### src/rtl/writeback_buffer.sv
// Write-side front end of the register file: queues MEM/ALU results in a small FIFO, drains one
// write per cycle onto WE3/A3/WD3 and forwards still-pending writes to the operand-read side.
module writeback_buffer #(
    parameter int DATA_W = 16,
    parameter int ADDR_W = 3,
    parameter int DEPTH  = 4
) (
    input  logic              clk,
    input  logic              rst,
    input  logic              mem_valid,
    input  logic [ADDR_W-1:0] mem_dst,
    input  logic [DATA_W-1:0] mem_data,
    input  logic              alu_valid,
    input  logic [ADDR_W-1:0] alu_dst,
    input  logic [DATA_W-1:0] alu_data,
    output logic              stall,
    output logic              WE3,
    output logic [ADDR_W-1:0] A3,
    output logic [DATA_W-1:0] WD3,
    input  logic [ADDR_W-1:0] A1,
    input  logic [ADDR_W-1:0] A2,
    output logic              fwd1_hit,
    output logic [DATA_W-1:0] fwd1_data,
    output logic              fwd2_hit,
    output logic [DATA_W-1:0] fwd2_data
);

    localparam int PTR_W = $clog2(DEPTH);
    localparam int CNT_W = $clog2(DEPTH + 1);

    typedef struct packed {
        logic [ADDR_W-1:0] dst;
        logic [DATA_W-1:0] data;
    } entry_t;

    entry_t             fifo_q [DEPTH];
    logic [PTR_W-1:0]   wr_ptr_q, wr_ptr_d;
    logic [PTR_W-1:0]   rd_ptr_q, rd_ptr_d;
    logic [CNT_W-1:0]   count_q, count_d;
    logic               push_mem, push_alu, pop;
    logic [PTR_W-1:0]   alu_slot;

    // Stall leaves room for a worst-case dual push, so the FIFO can never overflow.
    assign stall    = count_q > CNT_W'(DEPTH - 2);
    assign push_mem = mem_valid && !stall;
    assign push_alu = alu_valid && !stall;
    assign pop      = count_q != '0;
    assign alu_slot = wr_ptr_q + PTR_W'(push_mem);

    always_comb begin
        wr_ptr_d = wr_ptr_q + PTR_W'(push_mem) + PTR_W'(push_alu);
        rd_ptr_d = rd_ptr_q + PTR_W'(pop);
        count_d  = count_q + CNT_W'(push_mem) + CNT_W'(push_alu) - CNT_W'(pop);
    end

    // NOTE: sequential state uses non-blocking (<=) so every flop samples pre-edge values.
    always_ff @(posedge clk) begin
        if (rst) begin
            wr_ptr_q <= '0;
            rd_ptr_q <= '0;
            count_q  <= '0;
        end else begin
            wr_ptr_q <= wr_ptr_d;
            rd_ptr_q <= rd_ptr_d;
            count_q  <= count_d;
        end
    end

    // NOTE: entry storage is not reset; count gates every read, so stale slots are never observed.
    always_ff @(posedge clk) begin
        if (push_mem) fifo_q[wr_ptr_q] <= '{dst: mem_dst, data: mem_data};
        if (push_alu) fifo_q[alu_slot] <= '{dst: alu_dst, data: alu_data};
    end

    assign WE3 = pop;
    assign A3  = pop ? fifo_q[rd_ptr_q].dst  : '0;
    assign WD3 = pop ? fifo_q[rd_ptr_q].data : '0;

    // NOTE: every output of this block gets a default first, otherwise a latch is inferred.
    always_comb begin
        fwd1_hit  = 1'b0;
        fwd1_data = '0;
        fwd2_hit  = 1'b0;
        fwd2_data = '0;
        // Oldest to youngest, so a later match overwrites an earlier one.
        for (int i = 0; i < DEPTH; i++) begin
            if (CNT_W'(i) < count_q) begin
                if (fifo_q[PTR_W'(rd_ptr_q + PTR_W'(i))].dst == A1) begin
                    fwd1_hit  = 1'b1;
                    fwd1_data = fifo_q[PTR_W'(rd_ptr_q + PTR_W'(i))].data;
                end
                if (fifo_q[PTR_W'(rd_ptr_q + PTR_W'(i))].dst == A2) begin
                    fwd2_hit  = 1'b1;
                    fwd2_data = fifo_q[PTR_W'(rd_ptr_q + PTR_W'(i))].data;
                end
            end
        end
    end

endmodule

### config.mk
export PLATFORM = sky130hd
export DESIGN_NAME = writeback_buffer
export DESIGN_NICKNAME = d
export VERILOG_FILES = /design/src/rtl/writeback_buffer.sv
export SDC_FILE = /design/constraint.sdc
export NUM_CORES = 1
export LEC_CHECK = 0
export BUFFER_PORTS_ARGS = -buffer_cell sky130_fd_sc_hd__buf_4
export CAP_MARGIN = 25
export CORE_MARGIN = 3
export CORE_UTILIZATION = 58
export DETAILED_ROUTE_END_ITERATION = 16
export PLACE_DENSITY = 0.81
export SLEW_MARGIN = 40
export SYNTH_ARGS = -nofsm -noshare
export SYNTH_HDL_FRONTEND = slang
export SYNTH_SLANG_ARGS = --single-unit
### constraint.sdc
create_clock -name clk -period 3.5 [get_ports clk]
set_input_delay 0.175 -clock clk [delete_from_list [all_inputs] [get_ports clk]]
set_output_delay 0.175 -clock clk [all_outputs]
set_load 0.05 [all_outputs]
# Word-level counts from Yosys, hierarchy flattened

Memory sizes are Yosys's and may differ from the RTL's. A register that Yosys moved wholly into a read port is not among the register bits.
Index checks and enable logic that the tools add are counted.

Memory bits (read-only): 0
Memory bits (writable): 76
Word-level logic and storage cells: 69
Output and inout port bits: 55
Memories: 1
Flip-flop bits (word level): 7
Latch bits: 0
Input port bits: 48

Memory list:

| name   | depth | bits a word | read ports | clocked after Yosys merged registers in | wr ports | RTL line | source |
|---|---|---|---|---|---|---|---|
| fifo_q | 4     | 19          | 4          | 1                                       | 2        | 36       | `entry_t fifo_q [DEPTH];` |

Bitwise logic cells: 0
$add $sub $neg: 9
Muxes and demuxes: 39
Div/mod/pow operators: 0
Shifts and indexed selects: 0
Order comparisons: 5
Reduce and logical (&&, ||, !) cells: 4
Equality and inequality tests: 8
Multipliers: 0

Operator list:

| cell                  | number |
|---|---|
| $mux W16              | 17 |
| $eq A3 B3 Y1          | 8 |
| $mux W1               | 20 |
| $add A2 B1 Y2         | 3 |
| $add A3 B1 Y3         | 2 |
| $lt A1 B3 Y1 const A  | 2 |
| $lt A2 B3 Y1 const A  | 2 |
| $add A2 B2 Y2 const B | 2 |
| $gt A3 B2 Y1 const B  | 1 |
| $mux W3               | 1 |
| $reduce_bool A3 Y1    | 1 |
| $sub A3 B1 Y3         | 1 |
| $add A2 B1 Y2 const B | 1 |
| $logic_and A1 B1 Y1   | 2 |
| $mux W2               | 1 |
| $logic_not A1 Y1      | 1 |

# Longest topological paths before layout

Gate-level depths: netlist (run 1).

Word-level depth: 9
Mapped depth: 11
Gate-level depth less buffers: 10

# Worst setup path before layout (run 1)

OpenSTA, ideal clock, no wires.

Kind: flip-flop to output port
From: reg rd_ptr_q[0]
To: out fwd2_data[10]
Data required time: 3325 ps
Slack: 420 ps
Arrival time: 2905 ps
Buffers on the path: 3
Stages on the path, launching flop included: 9
Path through: dfxtp_1 -> buf_4 -> buf_4 -> mux4_2 -> xor2_1 -> nor4_4 -> nor2_1 -> buf_2 -> a21oi_1

Word-level cells in the longest chain between the ends: 9
Elaborated cells on any way between the ends: 13
Classes of those cells: add/sub: 3; eq/ne: 3; mux: 6; memory: 1

RTL lines:

| item                     | RTL line | source |
|---|---|---|
| start: declaration       | 38       | `logic [PTR_W-1:0] rd_ptr_q, rd_ptr_d;` |
| start signal: assignment | 64       | `rd_ptr_q <= rd_ptr_d;` |
| $add A2 B1 Y2            | 92, 94   |  |
| $mem_v2 Z4 W19 *         | --       |  |
| $eq A3 B3 Y1             | 92       | `if (fifo_q[PTR_W'(rd_ptr_q + PTR_W'(i))].dst == A2) begin` |
| $mux W16                 | 92       |  |
| $mux W16                 | 87       | `if (CNT_W'(i) < count_q) begin` |
| $mux W16                 | 92       |  |
| $mux W16                 | 87       |  |
| $mux W16                 | 92       |  |
| $mux W16 *               | 87       |  |
| end: declaration         | 25       | `output logic [DATA_W-1:0] fwd2_data` |

Mark *: on every way between the ends. The rest lies on a longest branch, timed or not.

# Worst setup path after layout (run 1)

From: reg rd_ptr_q[1]
To: out fwd1_data[9]

Word-level cells in the longest chain between the ends: 9
Elaborated cells on any way between the ends: 13
Classes of those cells: add/sub: 3; eq/ne: 3; mux: 6; memory: 1

RTL lines:

| item             | RTL line | source |
|---|---|---|
| $add A2 B1 Y2    | 88, 90   |  |
| $mem_v2 Z4 W19 * | --       |  |
| $eq A3 B3 Y1     | 88       | `if (fifo_q[PTR_W'(rd_ptr_q + PTR_W'(i))].dst == A1) begin` |
| $mux W16         | 88       |  |
| $mux W16         | 87       |  |
| $mux W16         | 88       |  |
| $mux W16         | 87       |  |
| $mux W16         | 88       |  |
| $mux W16 *       | 87       |  |
| end: declaration | 23       | `output logic [DATA_W-1:0] fwd1_data,` |

Marked as above.

==> reports/summary.txt, run 1 <==
Outcome: finished clean
Worst R2R Path Depth: 12
Tot GR Track Use: 30.1%
Hold endpoint: rd_ptr_q[1]
Chip Width: 114 microns
Postcts setup bufs: 0
Max Buffers Root-to-Sink: 2
Worst Setup SP: rd_ptr_q[1]
Sequential area share after synthesis: 36.0%
H-tree levels: 3
Arrival @ worst endpoint: 3.13 ns
Slew margin rel.: 44.9%
WL per Instance: 23.2 microns
Synth-to-layout area growth: 18.5%
Fill cell count: 777
Hold Path Stages: 2
Initial Utilization: 60.8%
Vias post-DR: 5642
Worst r2r dst: fifo_q[0][4]
Post-detail-place hpwl: 12900 microns
Row Count: 38
Core Region: 0.0111 sq mm
Clock tree sinks: 83
Post-Route WL: 19100 microns
Fraction of registers with async set or reset after synthesis: 0%
First-pass GRT wire length: 29900 microns
Avg Synthesized Cell Area: 11.5 sq um
First-pass DRT Iterations: 6
Startpoint types: flop
Antenna diodes: 0
Post-CTS sizing: 0
Largest net degree at the start of global routing: 50
Die H: 114 microns
Via/cell ratio: 6.86
Final Cycle Share: 94.4%
Hold buffers post-CTS: 0
DRC Markers: 0
Crit Path Category: flop to primary output
Max Freq: 303 MHz
Clock root cell: clkbuf_16
Setup TNS: 0 ns
GPL Wtd Cong: 0.869
Vias in the first global route: 5710
Clk Latency, worst-skew pair: 0.34 ns
Area of the multi-input gates: 0.00408 sq mm
Boundary Pins: 103
Synth area leader: edfxtp_1
Initial antenna violation count: 0
Reg clk slew, reported paths: 0.06 ns
#FFs+latches synth: 83
Register area: 0.00243 sq mm
ANT nets after route: 0
Die area: 0.0129 sq mm
Share of cells above drive strength 1: 42.2%
RSZ-0062 raised after global routing: false
Crit-path max FO: 35
EDFF count, synth: 76
Top cell type's share of synthesized area: 33.9%
Worst Max-Slew Pin Slew: 0.824 ns
Final Slew Violations: 0
Final core occ: 72.1%
Primary FF master, synth: edfxtp_1
FF-to-FF Start: count_q[1]
Hold path startpoint: rst
IO Port Bufs: 102
Ranking of synthesized cells by area: edfxtp_1 (34%), mux2_2 (16%), mux4_2 (14%)
Syn_nets: 643
Setup crit end kind: primary output
Clock skew: 0.00368 ns
Layout Nets: 733
Final WS setup: 0.195 ns
Netlist cell types: 42
Congestion Overflow GR: 0
CTS tree: yes
Max cap viols: 0
Place WS: 0.547 ns
Hold Fails Final Rpt: 0
Post-Syn Area: 0.00674 sq mm
Post-layout min period: 3.31 ns
R2r setup slk: 0.53 ns
CP required: 3.32 ns
CTS buffer count: 9
Final setup viols: 0
Initial DRC count: 455
Cells after synthesis: 587
HP Class: input pin to flop
Yosys warnings: 0
-- cell families (layout without fill, tap and decap cells) --
family	count (synthesis)	in the layout	share of synthesized area [%]
AOI/OAI and AO/OA	137	137	12.9
xor gates and xnor gates	30	30	3.90
adders and majority gates	8	8	1.71
buffers and inverters	58	153	3.94
DFF	83	83	36.0
muxes	160	160	33.3
and+or+nand+nor	111	111	8.26
-- cell type report --
type	instances	share of cell area, %
inverters	10	0.470
well taps	140	2.19
repair buffers	127	12.3
flip-flops and latches	83	30.4
clock buffers	9	2.82
multi-input cells	446	51.0
clock inverters	7	0.736
-- cell usage in the layout (no fill, tap or decap), drive strengths merged, types with 23 or more instances in the layout --
cell type / instances
nand2: 45
nor2b: 23
nor2: 23
mux2: 94
edfxtp: 76
buf: 127
mux4: 42
mux2i: 24
a21oi: 34
o21ai: 35
-- metrics by stage --
stage | cells | cell area (sq um) | hold WS, ns
detailed placement | 806 | 7700 | 0.396
global route | 822 | 7990 | 0.0409
finish | 822 | 7990 | 0.0366
floorplan | 587 | 6740 | 0.247
global placement | 804 | 7680 | 0.388
CTS | 822 | 7990 | 0.0339
-- worst max-delay path by stage --
stage / to / cells after the start
after floorplan: fwd2_data[10] / 8
after global placement: fwd1_data[1] / 6
after detailed placement: fwd1_data[8] / 6
after CTS: fwd1_data[8] / 6
after global routing: fwd1_data[8] / 6
final: fwd1_data[9] / 8
-- metal layers --
metal  GRT usage, %  wire, microns  vias up
met5              0              0        -
met4           13.6            623        0
met3           6.10           1860       61
met2           49.6           9390      353
met1           38.6           7190     2742
li1               -              -     2486
-- synth_stat cells, types with 4 or more instances --
cell type / count
edfxtp_1: 76
mux2i_1: 24
nand3_1: 5
ha_1: 6
inv_1: 9
mux4_2: 42
nor2b_1: 23
xor2_1: 12
dfxtp_1: 7
nor2_1: 23
o31ai_1: 16
xnor2_1: 18
clkbuf_1: 25
nand2_1: 45
a21oi_1: 34
buf_4: 4
o22ai_1: 16
a22oi_1: 16
o21ai_0: 34
buf_2: 14
mux2_2: 94
a221oi_1: 15
-- worst max-delay path: stages (launching register included) --
cell and delay (ns):
dfxtp_4 0.66, mux4_2 0.61, xor2_1 0.18, nor4_4 0.30
nor3_2 0.09, buf_4 0.23, a221oi_1 0.32, o22ai_1 0.17
buf_4 0.22
-- flip-flops by register name, indices dropped and copies added (netlist names) --
| register | flops |
|---|---|
| fifo_q | 76 |
| count_q | 3 |
| rd_ptr_q | 2 |
| wr_ptr_q | 2 |
Power of run 1 is not shown: default switching activity piles up to over one toggle a cycle in this logic, so the estimate is an artifact.
==> run 2, diff against run 1 <==
--- a/config.mk
+++ b/config.mk
@@ -5,12 +5,13 @@
 export SDC_FILE = /design/constraint.sdc
 export NUM_CORES = 1
 export LEC_CHECK = 0
-export BUFFER_PORTS_ARGS = -buffer_cell sky130_fd_sc_hd__buf_4
+export BUFFER_PORTS_ARGS = -buffer_cell sky130_fd_sc_hd__buf_2
 export CAP_MARGIN = 25
 export CORE_MARGIN = 3
-export CORE_UTILIZATION = 58
+export CORE_UTILIZATION = 60
+export CTS_BUF_LIST = sky130_fd_sc_hd__clkbuf_2
 export DETAILED_ROUTE_END_ITERATION = 16
-export PLACE_DENSITY = 0.81
+export PLACE_DENSITY = 0.84
 export SLEW_MARGIN = 40
 export SYNTH_ARGS = -nofsm -noshare
 export SYNTH_HDL_FRONTEND = slang
==> run 2 against run 1 <==
Net effect: design area increased by 3.6%; register-to-register slack worse by 0.46 ns; global-route usage rose by 1.3 points; worst setup slack got worse by 0.16 ns; wire length increased by 6.1%; fmax is 4.5% lower; flip-flop and latch count stayed put; clock-buffer cell count is the same; critical endpoint is now fwd2_data[15].
==> reports/summary.txt, run 2 (synthesized netlist as in run 1, its figures left out) <==
Final Slew Violations: 0 (unchanged)
Die area: 0.0125 sq mm (-3.2%)
Setup crit end kind: primary output
Slew margin rel.: 46.0% (+1.1 points)
Tot GR Track Use: 31.4% (+1.3 points)
RSZ-0062 raised after global routing: true
Clock root cell: clkbuf_2
Crit-path max FO: 7 (-80%)
Layout Nets: 794 (+8.3%)
Slowest stage cell, crit path: mux4_2
Final WS setup: 0.0375 ns (-0.157 ns)
CP required: 3.32 ns (about the same)
Post-layout min period: 3.46 ns (+0.157 ns)
WL per Instance: 22.9 microns (-1.3%)
Max Freq: 289 MHz (-4.5%)
Reg clk slew, reported paths: 0.24 ns (+0.18 ns)
GPL Wtd Cong: 0.937 (+7.8%)
ANT nets after route: 0 (unchanged)
Hold Fails Final Rpt: 0 (unchanged)
Congestion Overflow GR: 0 (unchanged)
Final setup viols: 0 (unchanged)
Post-detail-place hpwl: 12900 microns (about the same)
HP Class: input pin to flop
Row Count: 38 (unchanged)
Max reg flops: 76 (unchanged)
Reg with most FFs: fifo_q
Max cap viols: 0 (unchanged)
Antenna diodes: 0 (unchanged)
Final core occ: 76.0% (+3.9 points)
Place WS: 0.139 ns (-0.408 ns)
Boundary Pins: 103 (unchanged)
Share of cells above drive strength 1: 40.9% (-1.3 points)
Crit Path Category: flop to primary output
Startpoint types: flop
Regs by FF count: fifo_q x76, count_q x3
Initial Utilization: 61.9% (+1.1 points)
Chip Width: 112 microns (-1.6%)
Instance area at placement: 0.00745 sq mm (-3.3%)
Design area: 0.00827 sq mm (+3.6%)
Post-Route WL: 20200 microns (+6.1%)
IO Port Bufs: 102 (unchanged)
Clock skew: 0.0299 ns (+0.0262 ns)
Die H: 112 microns (-1.6%)
Arrival @ worst endpoint: 3.29 ns (+0.16 ns)
CTS tree: yes
Critical path's top delay family: buffers and inverters
Worst Path Buf+Inv: 3 (+1)
Via/cell ratio: 6.80 (-0.98%)
Largest net degree at the start of global routing: 50 (unchanged)
Core Region: 0.0109 sq mm (-1.7%)
Fill cell count: 667 (-14%)
Cell mode on critical path: buf_4
Max Buffers Root-to-Sink: 2 (unchanged)
Vias in the first global route: 5922 (+3.7%)
Initial antenna violation count: 0 (unchanged)
Worst Max-Slew Pin Slew: 0.807 ns (-0.0168 ns)
Clock tree sinks: 83 (unchanged)
Most frequent cells in the layout: buf_2 (100), mux2_2 (94), edfxtp_1 (76)
DRC Markers: 0 (unchanged)
First-pass GRT wire length: 31000 microns (+3.6%)
H-tree levels: 3 (unchanged)
CTS buffer count: 9 (unchanged)
First-pass DRT Iterations: 6 (unchanged)
Largest stage delay, worst path: 0.53 ns (-0.13 ns)
Initial DRC count: 765 (+68%)
Final Cycle Share: 98.9% (+4.5 points)
Synth-to-layout area growth: 22.8%
Clk Latency, worst-skew pair: 0.58 ns (+0.24 ns)
Most common library cell in the layout ignoring fill and taps: buf_2
Worst path cell trace: buf_4 -> mux4_2 -> xor2_1 -> nor4_4 -> nor2_1 -> buf_4 -> a21oi_1 -> clkbuf_4
Outcome: finished clean
Vias post-DR: 6001 (+6.4%)
==> run 2: cell types whose count changed in the layout (fill, tap and decap cells not counted), moves of 2 or more <==
cell / previous run / this run
buf_8: 0 / 2
clkbuf_2: 0 / 9
dlygate4sd3_1: 0 / 50
o21ai_2: 2 / 0
inv_6: 0 / 2
clkbuf_4: 0 / 2
buf_2: 0 / 100
clkbuf_16: 9 / 0
clkinv_2: 2 / 0
buf_12: 2 / 4
buf_6: 1 / 8
o21ai_4: 0 / 2
clkinv_1: 4 / 2
buf_4: 124 / 22
==> run 2: worst paths after layout <==
check        slack [ns]        start             to  cells after the start
max                0.04  rd_ptr_q[0]  fwd2_data[15]                      8
min                0.18    mem_valid  fifo_q[0][16]                      3
max reg2reg        0.07   count_q[2]  fifo_q[0][18]                     11
min reg2reg        0.78   count_q[0]     count_q[0]                      2
==> run 2: through the flow <==
stage	TNS [ns]	hold slack [ns]	instances
6_report	0	0.180	883
5_1_grt	-0.166	0.159	883
4_1_cts	0	0.147	874
3_5_place_dp	0	0.465	806
3_3_place_gp	0	0.454	804
2_1_floorplan	0	0.247	587
==> run 2: cell type report <==
cell class | instances | area (sq um) | share of cell area [%]
Clock inverter | 7 | 97.6 | 1.18
Clock buffer | 9 | 45.0 | 0.544
Multi-Input combinational cell | 446 | 4110 | 49.6
Timing Repair Buffer | 188 | 1380 | 16.7
Tap cell | 140 | 175 | 2.12
Sequential cell | 83 | 2430 | 29.4
Inverter | 10 | 37.5 | 0.454
==> run 2: worst min-delay path: stages <==
cell     delay (ns)
buf_2          0.10
nand2_1        0.18
o31ai_4        0.14
==> run 2: per-layer routing <==
metal / up-vias / track usage [%] / wire length, microns
li1: 2606 / - / -
met1: 2839 / 40.6 / 7160
met2: 486 / 51.0 / 9660
met3: 70 / 9.08 / 2750
met4: 0 / 11.1 / 646
met5: - / 0 / 0
==> run 2: timing repair <==
item	in CTS	in global routing
hold buffers	50	0
setup endpoints to repair	33	49
gates cloned	0	0
setup buffers	2	9
hold endpoints to repair	83	0
gates resized for setup	0	14
Power of run 2 is left out for the same reason.
==> run 3, diff against run 2 <==
--- a/config.mk
+++ b/config.mk
@@ -8,11 +8,9 @@
 export BUFFER_PORTS_ARGS = -buffer_cell sky130_fd_sc_hd__buf_2
 export CAP_MARGIN = 25
 export CORE_MARGIN = 3
-export CORE_UTILIZATION = 60
-export CTS_BUF_LIST = sky130_fd_sc_hd__clkbuf_2
+export CORE_UTILIZATION = 58
 export DETAILED_ROUTE_END_ITERATION = 16
-export PLACE_DENSITY = 0.84
-export SLEW_MARGIN = 40
+export PLACE_DENSITY = 0.81
 export SYNTH_ARGS = -nofsm -noshare
 export SYNTH_HDL_FRONTEND = slang
 export SYNTH_SLANG_ARGS = --single-unit
==> constraint.sdc (replaced) <==
create_clock -name clk -period 3.5 [get_ports clk]
set_input_delay 0.175 -clock clk [delete_from_list [all_inputs] [get_ports clk]]
set_output_delay 0.175 -clock clk [all_outputs]
set_load 0.1 [all_outputs]
==> run 3 against run 2 <==
Net effect: clock skew down 0.021 ns; flip-flop and latch count unchanged; design area down 4.0%; core utilization down 4.3 points; global-route usage down 1.0 points; via count down 5.5%; wire length down 4.3%; critical path depth up 1; critical path type unchanged.
==> reports/summary.txt, run 3 (synthesized netlist as in run 1, its figures left out) <==
Outcome: finished clean
Regs by FF count: fifo_q x76, count_q x3
Vias in the first global route: 5847 (-1.3%)
Final WS setup: 0.147 ns (+0.110 ns)
Hold Path Stages: 2 (-1)
Most common library cell in the layout ignoring fill and taps: buf_2
Clock skew: 0.00840 ns (-0.0215 ns)
Startpoint types: flop
Hold buffers post-CTS: 0 (-100%)
Crit Path Category: flop to primary output
Post-layout min period: 3.35 ns (-0.110 ns)
Max reg flops: 76 (unchanged)
Final Cycle Share: 95.8% (-3.1 points)
CP required: 3.32 ns (about the same)
Chip Width: 114 microns (+1.6%)
Worst R2R Path Depth: 10 (-1)
CTS buffer count: 9 (unchanged)
R2r setup slk: 0.29 ns (+0.22 ns)
GPL Wtd Cong: 0.901 (-3.8%)
Met1 GRT Util: 38.7% (-1.9 points)
Tot GR Track Use: 30.4% (-1.0 points)
First-pass GRT wire length: 30400 microns (-1.7%)
Die H: 114 microns (+1.6%)
Busiest grt layer: met2
Most frequent cells in the layout: buf_2 (99), mux2_2 (94), edfxtp_1 (76)
Max Buffers Root-to-Sink: 2 (unchanged)
Congestion Overflow GR: 0 (unchanged)
Slew margin rel.: 48.7% (+2.7 points)
Final setup viols: 0 (unchanged)
H-tree levels: 3 (unchanged)
Initial DRC count: 724 (-5.4%)
Met2 usage: 50.9% (-0.12 points)
Worst Max-Slew Pin Slew: 0.770 ns (-0.0372 ns)
Initial antenna violation count: 0 (unchanged)
Max cap viols: 0 (unchanged)
Post-Route WL: 19400 microns (-4.3%)
Reg clk slew, reported paths: 0.06 ns (-0.18 ns)
Core Region: 0.0111 sq mm (+1.7%)
Instance area at placement: 0.00764 sq mm (+2.5%)
Place WS: 0.348 ns (+0.209 ns)
CTS tree: yes
Share of cells above drive strength 1: 45.6% (+4.7 points)
ANT nets after route: 0 (unchanged)
HP Class: input pin to flop
Hold Fails Final Rpt: 0 (unchanged)
Reg with most FFs: fifo_q
Largest net degree at the start of global routing: 47 (-6.0%)
Row Count: 38 (unchanged)
First-pass DRT Iterations: 6 (unchanged)
Final Slew Violations: 0 (unchanged)
Initial Utilization: 60.8% (-1.1 points)
Layout Nets: 744 (-6.3%)
Boundary Pins: 103 (unchanged)
Synth-to-layout area growth: 17.8%
RSZ-0062 raised after global routing: false
Die area: 0.0129 sq mm (+3.3%)
Design area: 0.00794 sq mm (-4.0%)
WL per Instance: 23.2 microns (+1.5%)
Post-detail-place hpwl: 13600 microns (+5.2%)
Max Freq: 298 MHz (+3.3%)
Clock root cell: clkbuf_16
Crit-path max FO: 17 (+10)
Vias post-DR: 5671 (-5.5%)
Antenna diodes: 0 (unchanged)
IO Port Bufs: 102 (unchanged)
Arrival @ worst endpoint: 3.18 ns (-0.11 ns)
Clk Latency, worst-skew pair: 0.34 ns (-0.24 ns)
DRC Markers: 0 (unchanged)
Via/cell ratio: 6.81 (+0.17%)
Setup crit end kind: primary output
Met3 Use GR: 5.41% (-3.7 points)
Clock tree sinks: 83 (unchanged)
==> run 3: cell types whose count changed in the layout (fill, tap and decap cells not counted), moves of 9 or more <==
cell / before / now
clkbuf_2: 9 / 0
dlygate4sd3_1: 50 / 0
o22ai_2: 0 / 16
clkbuf_16: 0 / 11
o22ai_1: 16 / 0
buf_4: 22 / 35
==> run 3: what timing repair did <==
item                       4_1_cts  5_1_grt
gates resized for setup          0        1
setup endpoints to repair        0        1
buffers inserted                 0        0
==> run 3: critical path, cell delays in order, from the launching register on <==
cell and delay [ns]:
dfxtp_1 0.37, inv_1 0.12, ha_1 0.31, or3b_2 0.50
mux2i_1 0.15, o211a_1 0.21, buf_4 0.29, a22oi_1 0.14
a21oi_1 0.25, buf_2 0.48
==> run 3: cell type report <==
class	count	area (sq um)
clock buffer	13	283
clock inverter	3	17.5
fill	787	3140
inverter	10	37.5
multi-input combinational	446	4180
sequential	83	2430
tap	140	175
timing repair buffer	138	821
==> run 3: final timing paths <==
| kind | start | to |
|---|---|---|
| max | count_q[2] | fwd2_data[6] |
| min reg2reg | count_q[0] | count_q[0] |
| max reg2reg | count_q[2] | fifo_q[0][10] |
| min | rst | count_q[2] |
==> run 3: metal layers <==
metal,vias to the layer above,wire length (microns)
li1,2492,-
met1,2721,7180
met2,376,9590
met3,82,1930
met4,0,674
met5,-,0
==> run 3: through the flow <==
| stage | hold WS, ns | instances | util, % | setup TNS (ns) |
|---|---|---|---|---|
| floorplan | 0.247 | 587 | - | -6.37 |
| global placement | 0.455 | 816 | 68.8 | 0 |
| finish | 0.140 | 833 | 71.7 | 0 |
| global route | 0.128 | 833 | 71.7 | 0 |
| detailed placement | 0.490 | 817 | 68.9 | 0 |
| CTS | 0.129 | 833 | 71.7 | 0 |
Power of run 3 is left out for the same reason.
